--- src/rtl/xc_malu_pkg.sv ---
// Shared constants for the MALU step sequencer: one-hot op and pack-width
// bit positions, FSM state encoding and the default step limit.
package xc_malu_pkg;

   localparam int OPW_DEF       = 10;
   localparam int PWW_DEF       = 5;
   localparam int MAX_STEPS_DEF = 40;

   localparam int OP_DIV    = 0;
   localparam int OP_DIVU   = 1;
   localparam int OP_REM    = 2;
   localparam int OP_REMU   = 3;
   localparam int OP_MUL    = 4;
   localparam int OP_MULU   = 5;
   localparam int OP_MULSU  = 6;
   localparam int OP_CLMUL  = 7;
   localparam int OP_PMUL   = 8;
   localparam int OP_PCLMUL = 9;

   localparam int PW_32 = 0;
   localparam int PW_16 = 1;
   localparam int PW_8  = 2;
   localparam int PW_4  = 3;
   localparam int PW_2  = 4;

   typedef enum logic [1:0] {
      ST_IDLE = 2'd0,
      ST_RUN  = 2'd1,
      ST_DONE = 2'd2
   } state_e;

endpackage

--- src/rtl/xc_malu_seq.sv ---
// Sequencer and state-register owner for the combinational MALU step engine:
// accepts a request, iterates the engine once per cycle, returns the result.
//
// state | meaning
// IDLE  | waiting for a request, req_ready high unless flushing
// RUN   | engine iterating on latched operands, one step per cycle
// DONE  | result/error held on rsp_* until rsp_ack
module xc_malu_seq
   import xc_malu_pkg::*;
#(
   parameter int OPW       = OPW_DEF,
   parameter int PWW       = PWW_DEF,
   parameter int MAX_STEPS = MAX_STEPS_DEF
) (
   input  logic            clock,
   input  logic            reset,
   input  logic            req_valid,
   output logic            req_ready,
   input  logic [OPW-1:0]  req_op,
   input  logic [PWW-1:0]  req_pw,
   input  logic [31:0]     req_rs1,
   input  logic [31:0]     req_rs2,
   input  logic [31:0]     req_rs3,
   input  logic            flush,
   output logic            rsp_valid,
   input  logic            rsp_ack,
   output logic [63:0]     rsp_result,
   output logic            rsp_err,
   output logic            eng_valid,
   output logic            eng_flush,
   output logic [OPW-1:0]  eng_op,
   output logic [PWW-1:0]  eng_pw,
   output logic [31:0]     eng_rs1,
   output logic [31:0]     eng_rs2,
   output logic [31:0]     eng_rs3,
   output logic [5:0]      count,
   output logic [63:0]     acc,
   output logic [31:0]     arg_0,
   output logic [31:0]     arg_1,
   input  logic [63:0]     n_acc,
   input  logic [31:0]     n_arg_0,
   input  logic [31:0]     n_arg_1,
   input  logic            eng_ready,
   input  logic [63:0]     eng_result
);

   localparam logic [5:0] LAST_STEP = 6'(MAX_STEPS - 1);

   state_e          state_q;
   logic [OPW-1:0]  op_q;
   logic [PWW-1:0]  pw_q;
   logic [31:0]     rs1_q, rs2_q, rs3_q;
   logic [5:0]      count_q;
   logic [63:0]     acc_q;
   logic [31:0]     arg_0_q, arg_1_q;
   logic [63:0]     result_q;
   logic            err_q;
   logic            op_onehot;

   assign op_onehot = (req_op != '0) && ((req_op & (req_op - 1'b1)) == '0);

   always_ff @(posedge clock) begin
      if (reset) begin
         state_q  <= ST_IDLE;
         op_q     <= '0;
         pw_q     <= '0;
         rs1_q    <= '0;
         rs2_q    <= '0;
         rs3_q    <= '0;
         count_q  <= '0;
         acc_q    <= '0;
         arg_0_q  <= '0;
         arg_1_q  <= '0;
         result_q <= '0;
         err_q    <= 1'b0;
      end else if (flush) begin
         // Latched operands survive a flush; only the iteration state is dropped.
         state_q  <= ST_IDLE;
         count_q  <= '0;
         acc_q    <= '0;
         arg_0_q  <= '0;
         arg_1_q  <= '0;
         result_q <= '0;
         err_q    <= 1'b0;
      end else begin
         case (state_q)
            ST_IDLE: begin
               if (req_valid) begin
                  op_q    <= req_op;
                  pw_q    <= req_pw;
                  rs1_q   <= req_rs1;
                  rs2_q   <= req_rs2;
                  rs3_q   <= req_rs3;
                  count_q <= '0;
                  acc_q   <= '0;
                  arg_0_q <= req_rs1;
                  arg_1_q <= '0;
                  if (op_onehot) begin
                     state_q <= ST_RUN;
                  end else begin
                     state_q  <= ST_DONE;
                     result_q <= '0;
                     err_q    <= 1'b1;
                  end
               end
            end
            ST_RUN: begin
               if (eng_ready) begin
                  state_q  <= ST_DONE;
                  result_q <= eng_result;
                  err_q    <= 1'b0;
               end else if (count_q == LAST_STEP) begin
                  state_q  <= ST_DONE;
                  result_q <= '0;
                  err_q    <= 1'b1;
               end else begin
                  acc_q   <= n_acc;
                  arg_0_q <= n_arg_0;
                  arg_1_q <= n_arg_1;
                  count_q <= count_q + 6'd1;
               end
            end
            ST_DONE: begin
               if (rsp_ack) begin
                  state_q <= ST_IDLE;
               end
            end
            default: state_q <= ST_IDLE;
         endcase
      end
   end

   assign req_ready  = (state_q == ST_IDLE) && !flush;
   assign rsp_valid  = (state_q == ST_DONE);
   assign eng_valid  = (state_q == ST_RUN);
   assign eng_flush  = flush;
   assign rsp_result = result_q;
   assign rsp_err    = err_q;
   assign eng_op     = op_q;
   assign eng_pw     = pw_q;
   assign eng_rs1    = rs1_q;
   assign eng_rs2    = rs2_q;
   assign eng_rs3    = rs3_q;
   assign count      = count_q;
   assign acc        = acc_q;
   assign arg_0      = arg_0_q;
   assign arg_1      = arg_1_q;

endmodule

--- config.mk ---
export PLATFORM = sky130hd
export DESIGN_NAME = xc_malu_seq
export DESIGN_NICKNAME = d
export VERILOG_FILES = /design/src/rtl/xc_malu_pkg.sv /design/src/rtl/xc_malu_seq.sv
export SDC_FILE = /design/constraint.sdc
export NUM_CORES = 1
export LEC_CHECK = 0
export CAP_MARGIN = 40
export CORE_AREA = 2 2 243 245
export CTS_CLUSTER_SIZE = 10
export DETAILED_ROUTE_END_ITERATION = 12
export DIE_AREA = 0 0 245 247
export PLACE_DENSITY_LB_ADDON = 0.05
export SYNTH_ARGS = -nofsm -noshare
export SYNTH_HDL_FRONTEND = slang
export SYNTH_SLANG_ARGS = --single-unit
--- constraint.sdc ---
create_clock -name clock -period 1.8 [get_ports clock]
set_input_delay 0.36 -clock clock [delete_from_list [all_inputs] [get_ports clock]]
set_output_delay 0.36 -clock clock [all_outputs]
set_load 0.03 [all_outputs]
=== Word-level counts from Yosys, hierarchy flattened ===
Cells that the tools add are included.

* Magnitude comparators: 0
* Equality and inequality tests: 9
* Reduce and logical (&&, ||, !) cells: 12
* Mux-type cells: 32
* Bitwise gates (word level): 2
* Add/sub/neg operators: 2
* Multipliers: 0
* Div/mod/pow operators: 0
* Shift operators: 0

{| class="wikitable"
|+ Operator list
! cell !! count
|-
| 64-bit two-way mux || 7
|-
| 64-bit case mux with 2 select lines || 2
|-
| 32-bit two-way mux || 6
|-
| 32-bit case mux with 2 select lines || 2
|-
| 6-bit two-way mux || 3
|-
| 6-bit case mux with 2 select lines || 1
|-
| 10-bit AND || 1
|-
| 10-bit logical NOT || 1
|-
| 2-bit two-way mux || 5
|-
| 10-bit nonzero test || 1
|-
| 10-bit by 1-bit subtractor with 10-bit output, second input constant || 1
|-
| 2-bit inequality test, second input constant || 4
|-
| 4-bit AND reduction || 2
|-
| 6-bit by 1-bit adder with 6-bit output, second input constant || 1
|-
| 6-bit == test, second input constant || 1
|-
| 2-bit case mux with 3 select lines || 1
|-
| 3-bit AND reduction || 2
|-
| 1-bit two-way mux || 4
|-
| 3-bit by 1-bit inequality test with 1-bit output, second input constant || 1
|-
| 2-bit by 1-bit == test with 1-bit output, second input constant || 1
|-
| 2-bit == test, second input constant || 1
|-
| 1-bit logical AND || 2
|-
| 2-bit logical NOT || 1
|-
| 2-bit by 1-bit inequality test with 1-bit output, second input constant || 1
|-
| 5 further kinds || 5
|}

* Bits in writable memories: 0
* Word-level logic and storage cells: 69
* Bits of input ports: 309
* Register bits: 312
* Bits in latches: 0
* ROM bits: 0
* Memories kept: 0
* Output and inout port bits: 314

=== Logic depth before layout (Yosys ltp) ===
* Word-level depth: 7
* Depth in mapped cells: 9

=== Least setup slack after synthesis ===
Ideal clock, no wire load.

* Path kind: reg-to-reg
* Start: register count_q[0] (netlist: count[0])
* End: register result_q[24] (netlist: rsp_result[24])
* Arrival time: 1990 ps
* Path slack: -311 ps
* Cell stages (with the launch flop): 9
* Period minus slack after synthesis: 2111 ps
* Setup time: 121 ps
* Cells stage by stage: dfxtp_1 > ha_1 > nor4bb_1 > a211o_2 > nand2_1 > buf_2 > clkbuf_1 > a32oi_1 > o21ai_2

* Cells in the longest elaborated chain, start to end: 3

{| class="wikitable"
|+ Ends and longest elaborated chain
! element !! line !! source
|-
| start: declaration || xc_malu_seq.sv:53 || <nowiki>logic [5:0] count_q;</nowiki>
|-
| start signal: assignment || xc_malu_seq.sv:120 || <nowiki>count_q <= count_q + 6'd1;</nowiki>
|-
| 6-bit == test || xc_malu_seq.sv:112 || <nowiki>end else if (count_q == LAST_STEP) begin</nowiki>
|-
| 3-bit by 1-bit inequality test with 1-bit output (no line) || n/a ||
|-
| 4-bit AND reduction (no line) || n/a ||
|-
| end signal: assignment || xc_malu_seq.sv:110 || <nowiki>result_q <= eng_result;</nowiki>
|-
| end: declaration || xc_malu_seq.sv:56 || <nowiki>logic [63:0] result_q;</nowiki>
|}

No other way between the ends.
A chain may end at the register's enable or synchronous reset.

=== Final worst setup path ===
* Start: register count_q[1] (netlist: count[1])
* End: register arg_1_q[27] (netlist: arg_1[27])

* Cells in the longest elaborated chain, start to end: 3

{| class="wikitable"
|+ Ends and longest elaborated chain
! element !! line !! source
|-
| 6-bit == test || xc_malu_seq.sv:112 ||
|-
| 2-bit inequality test (no line) || n/a ||
|-
| 4-bit AND reduction (no line) || n/a ||
|-
| end signal: assignment || xc_malu_seq.sv:119 || <nowiki>arg_1_q <= n_arg_1;</nowiki>
|-
| end: declaration || xc_malu_seq.sv:55 || <nowiki>logic [31:0] arg_0_q, arg_1_q;</nowiki>
|}

No other way between the ends.

==> flow_summary.ini <==
[run_status]
status = complete, but fails checks
violations = setup timing

[drt]
drt-met1-wl_mm = 24.0
drt_pass1_iterations = 5
route.met2.wl_mm = 30.9
vias = 13237
viasPerCell = 4.51
top_layer = met5
wl_met3_mm = 4.93
final_antenna_net_count = 0
drt_iter0_markers = 389
drc_errors = 0
drt_wl_total_mm = 61.7
routedWlPerCell_um = 21.0

[die]
placementRows = 89
start_util_pct = 20.8
io_pins = 623
die_w_um = 245
die_height_um = 247
dieArea_sq_um = 60500
coreArea_sq_um = 58200

[setup_path]
required_ns = 2.24
cp.arrival_ns = 2.43
crit_path_end_kind = flip-flop
cp-start-kind = flip-flop
path_max_fanout = 7
path_class = reg2reg

[sta]
timing.final.ws_setup_ns = -0.188
slew_headroom_pct = 62.1
tightest_slew_ns = 0.568
post-route-period-util_pct = 110
period_minus_slack_ns = 1.99
timing.fmax_mhz = 503
hold_violations = 0
rsz0062_at_grt = yes
setup_viol = 174
drv_slew = 0
skew_ns = 0.0131

[place]
numPortBuffers = 622
place_hpwl_mm = 41.0
place_area_sq_um = 19900
globalplace.congestion = 0.763
place_inst = 2789

[final_layout]
final_cell_area_sq_um = 23600
finalNetCount = 2443
drive_above_1_share_pct = 25.6
finalNonFillerCells = 2932
area_growth_pct = 94.6
fin_util_pct = 40.5
n_fill_cell = 5830

[yosys]
ys_top_cells_by_count = nand2_1 (325), dfxtp_1 (312), a21oi_1 (212)
synth-compound-area-share_pct = 20.3
synth-xor-area-share_pct = 0.217
synth_edf_count = 0
yosysTopAreaCellShare_pct = 51.5
yosys.area.top_type = dfxtp_1
synthTopCellsByArea = dfxtp_1 (52%), nand2_1 (10%), a21oi_1 (8.8%)
synth_adder_area_share_pct = 0.186
netlist_instances = 1429
synth_flop_cell = dfxtp_1
synth_nets = 1739
seq_area_frac_synth_pct = 51.5
synth_top_family_by_area = compound AO/OA/AOI/OAI gates
yosysMostFrequentCell = nand2_1
async_reset_ff_share_pct = 0
ys_ff_latch = 312
muxShareOfSynthArea_pct = 2.73
syn_area_per_cell_sq_um = 8.48
syn-cell-area_sq_um = 12100
synthSimpleGateAreaFrac_pct = 19.4
yosysWarnings = 0
synth_cell_type_count = 44

[global_routing]
antenna_found_initial = 7
track_usage_pct = 19.2
grt_pass1_wl_mm = 87.7
grt_pass1_vias = 13134
overflow = 0
grt_max_degree = 112

[min_path]
hp-class = in2reg

[clock_network]
cts_max_path_buffers = 3
cts_buffers = 41
holdBufCountCts = 0
path_clk_slew_ns = 0.06
clockRootBuffer = clkbuf_16
clk_latency_ns = 0.55
cts_tree = built
htree_levels = 2
cts.sinks = 312

[power]
ir_drop_uv = 499
power.density_nw_per_um2 = 755
leakagePower_uw = 0.00966

[flow_run]
maxCapViolCount = 0
-- registers in the layout (all words and copies together) (netlist names) --
signal and count:
state_q 2, eng_op 10, arg_1 32, acc 64
eng_pw 5, eng_rs3 32, rsp_result 64, arg_0 32
count 6, eng_rs2 32, rsp_err 1, eng_rs1 32
-- stage by stage --
stage               setup WS [ns]  hold WS [ns]  setup TNS [ns]  total power, uW
floorplan                 -0.0350         0.479          -0.636             8200
global placement           -0.718         0.438          -93.33             9680
detailed placement         -0.754         0.442         -100.31             9680
CTS                        -0.265         0.261          -35.28            18000
global route               -0.264         0.300          -38.28            18600
finish                     -0.188         0.287          -22.11            17800
-- timing repair --
action,in CTS,in global routing
setup endpoints to repair,503,215
pin swaps,126,93
buffers inserted,32,23
gates cloned,28,8
resized for setup,474,254
hold endpoints to repair,0,0
-- worst paths after layout --
check | from | to | slack, ns | cells past startpoint
hold reg to reg | acc[63]$_SDFFE_PP0P_ | acc[63]$_SDFFE_PP0P_ | 0.45 | 2
hold / removal | reset | state_q[1]$_SDFFE_PP0P_ | 0.29 | 4
setup / recovery | count[1]$_SDFFE_PP0P_ | arg_1[27]$_SDFFE_PP0P_ | -0.19 | 9
setup reg to reg | count[1]$_SDFFE_PP0P_ | arg_1[27]$_SDFFE_PP0P_ | -0.19 | 9
-- cell type report --
type	count	area [sq um]	area share (%)
antenna	4	10.0	0.0424
clock buffer	64	1240	5.27
clock inverter	1	5.00	0.0212
inverter	2	7.51	0.0318
multi-input combinational	979	6610	28.0
sequential	312	6260	26.5
tap	773	967	4.10
timing repair buffer	797	8480	36.0
-- kinds of logic (layout without fill, tap and decap cells) --
kind of cell,Yosys count,count (layout)
simple gates,551,553
compound gates,387,388
mux,33,33
fa+ha+maj,2,2
other cells,0,4
flops,312,312
buf+inv,141,864
xor+xnor,3,3
-- critical path: stages (launching register included) --
cell       delay [ns]
dfxtp_4          0.35
ha_4             0.16
nor4bb_4         0.15
a211o_2          0.33
buf_6            0.14
a21o_4           0.28
buf_6            0.16
clkbuf_16        0.17
nand2_2          0.07
a21oi_2          0.05
-- placed cells by master, fill, tap and decap left out, types with 40 or more instances in the layout --
cell	instances
clkbuf_16	48
buf_12	58
a21oi_1	141
a32oi_2	46
clkdlybuf4s50_1	302
dlygate4sd2_1	294
nand3_1	131
buf_4	76
nand2_1	263
a21oi_2	70
o21ai_2	40
dfxtp_1	307
-- metal layers --
layer / track usage (%) / vias to the layer above
met5: 0 / -
met4: 6.65 / 6
met3: 6.63 / 95
met2: 33.0 / 391
met1: 22.2 / 6296
li1: - / 6449
-- report_power, final --
part           internal (uW)  switching (uW)  leakage, uW  total, uW
clock network           4670            3110     0.000614       7770
registers               7060            76.5      0.00253       7140
logic                   1450            1450      0.00652       2900
Note: power is estimated with default switching activity, not from simulation.
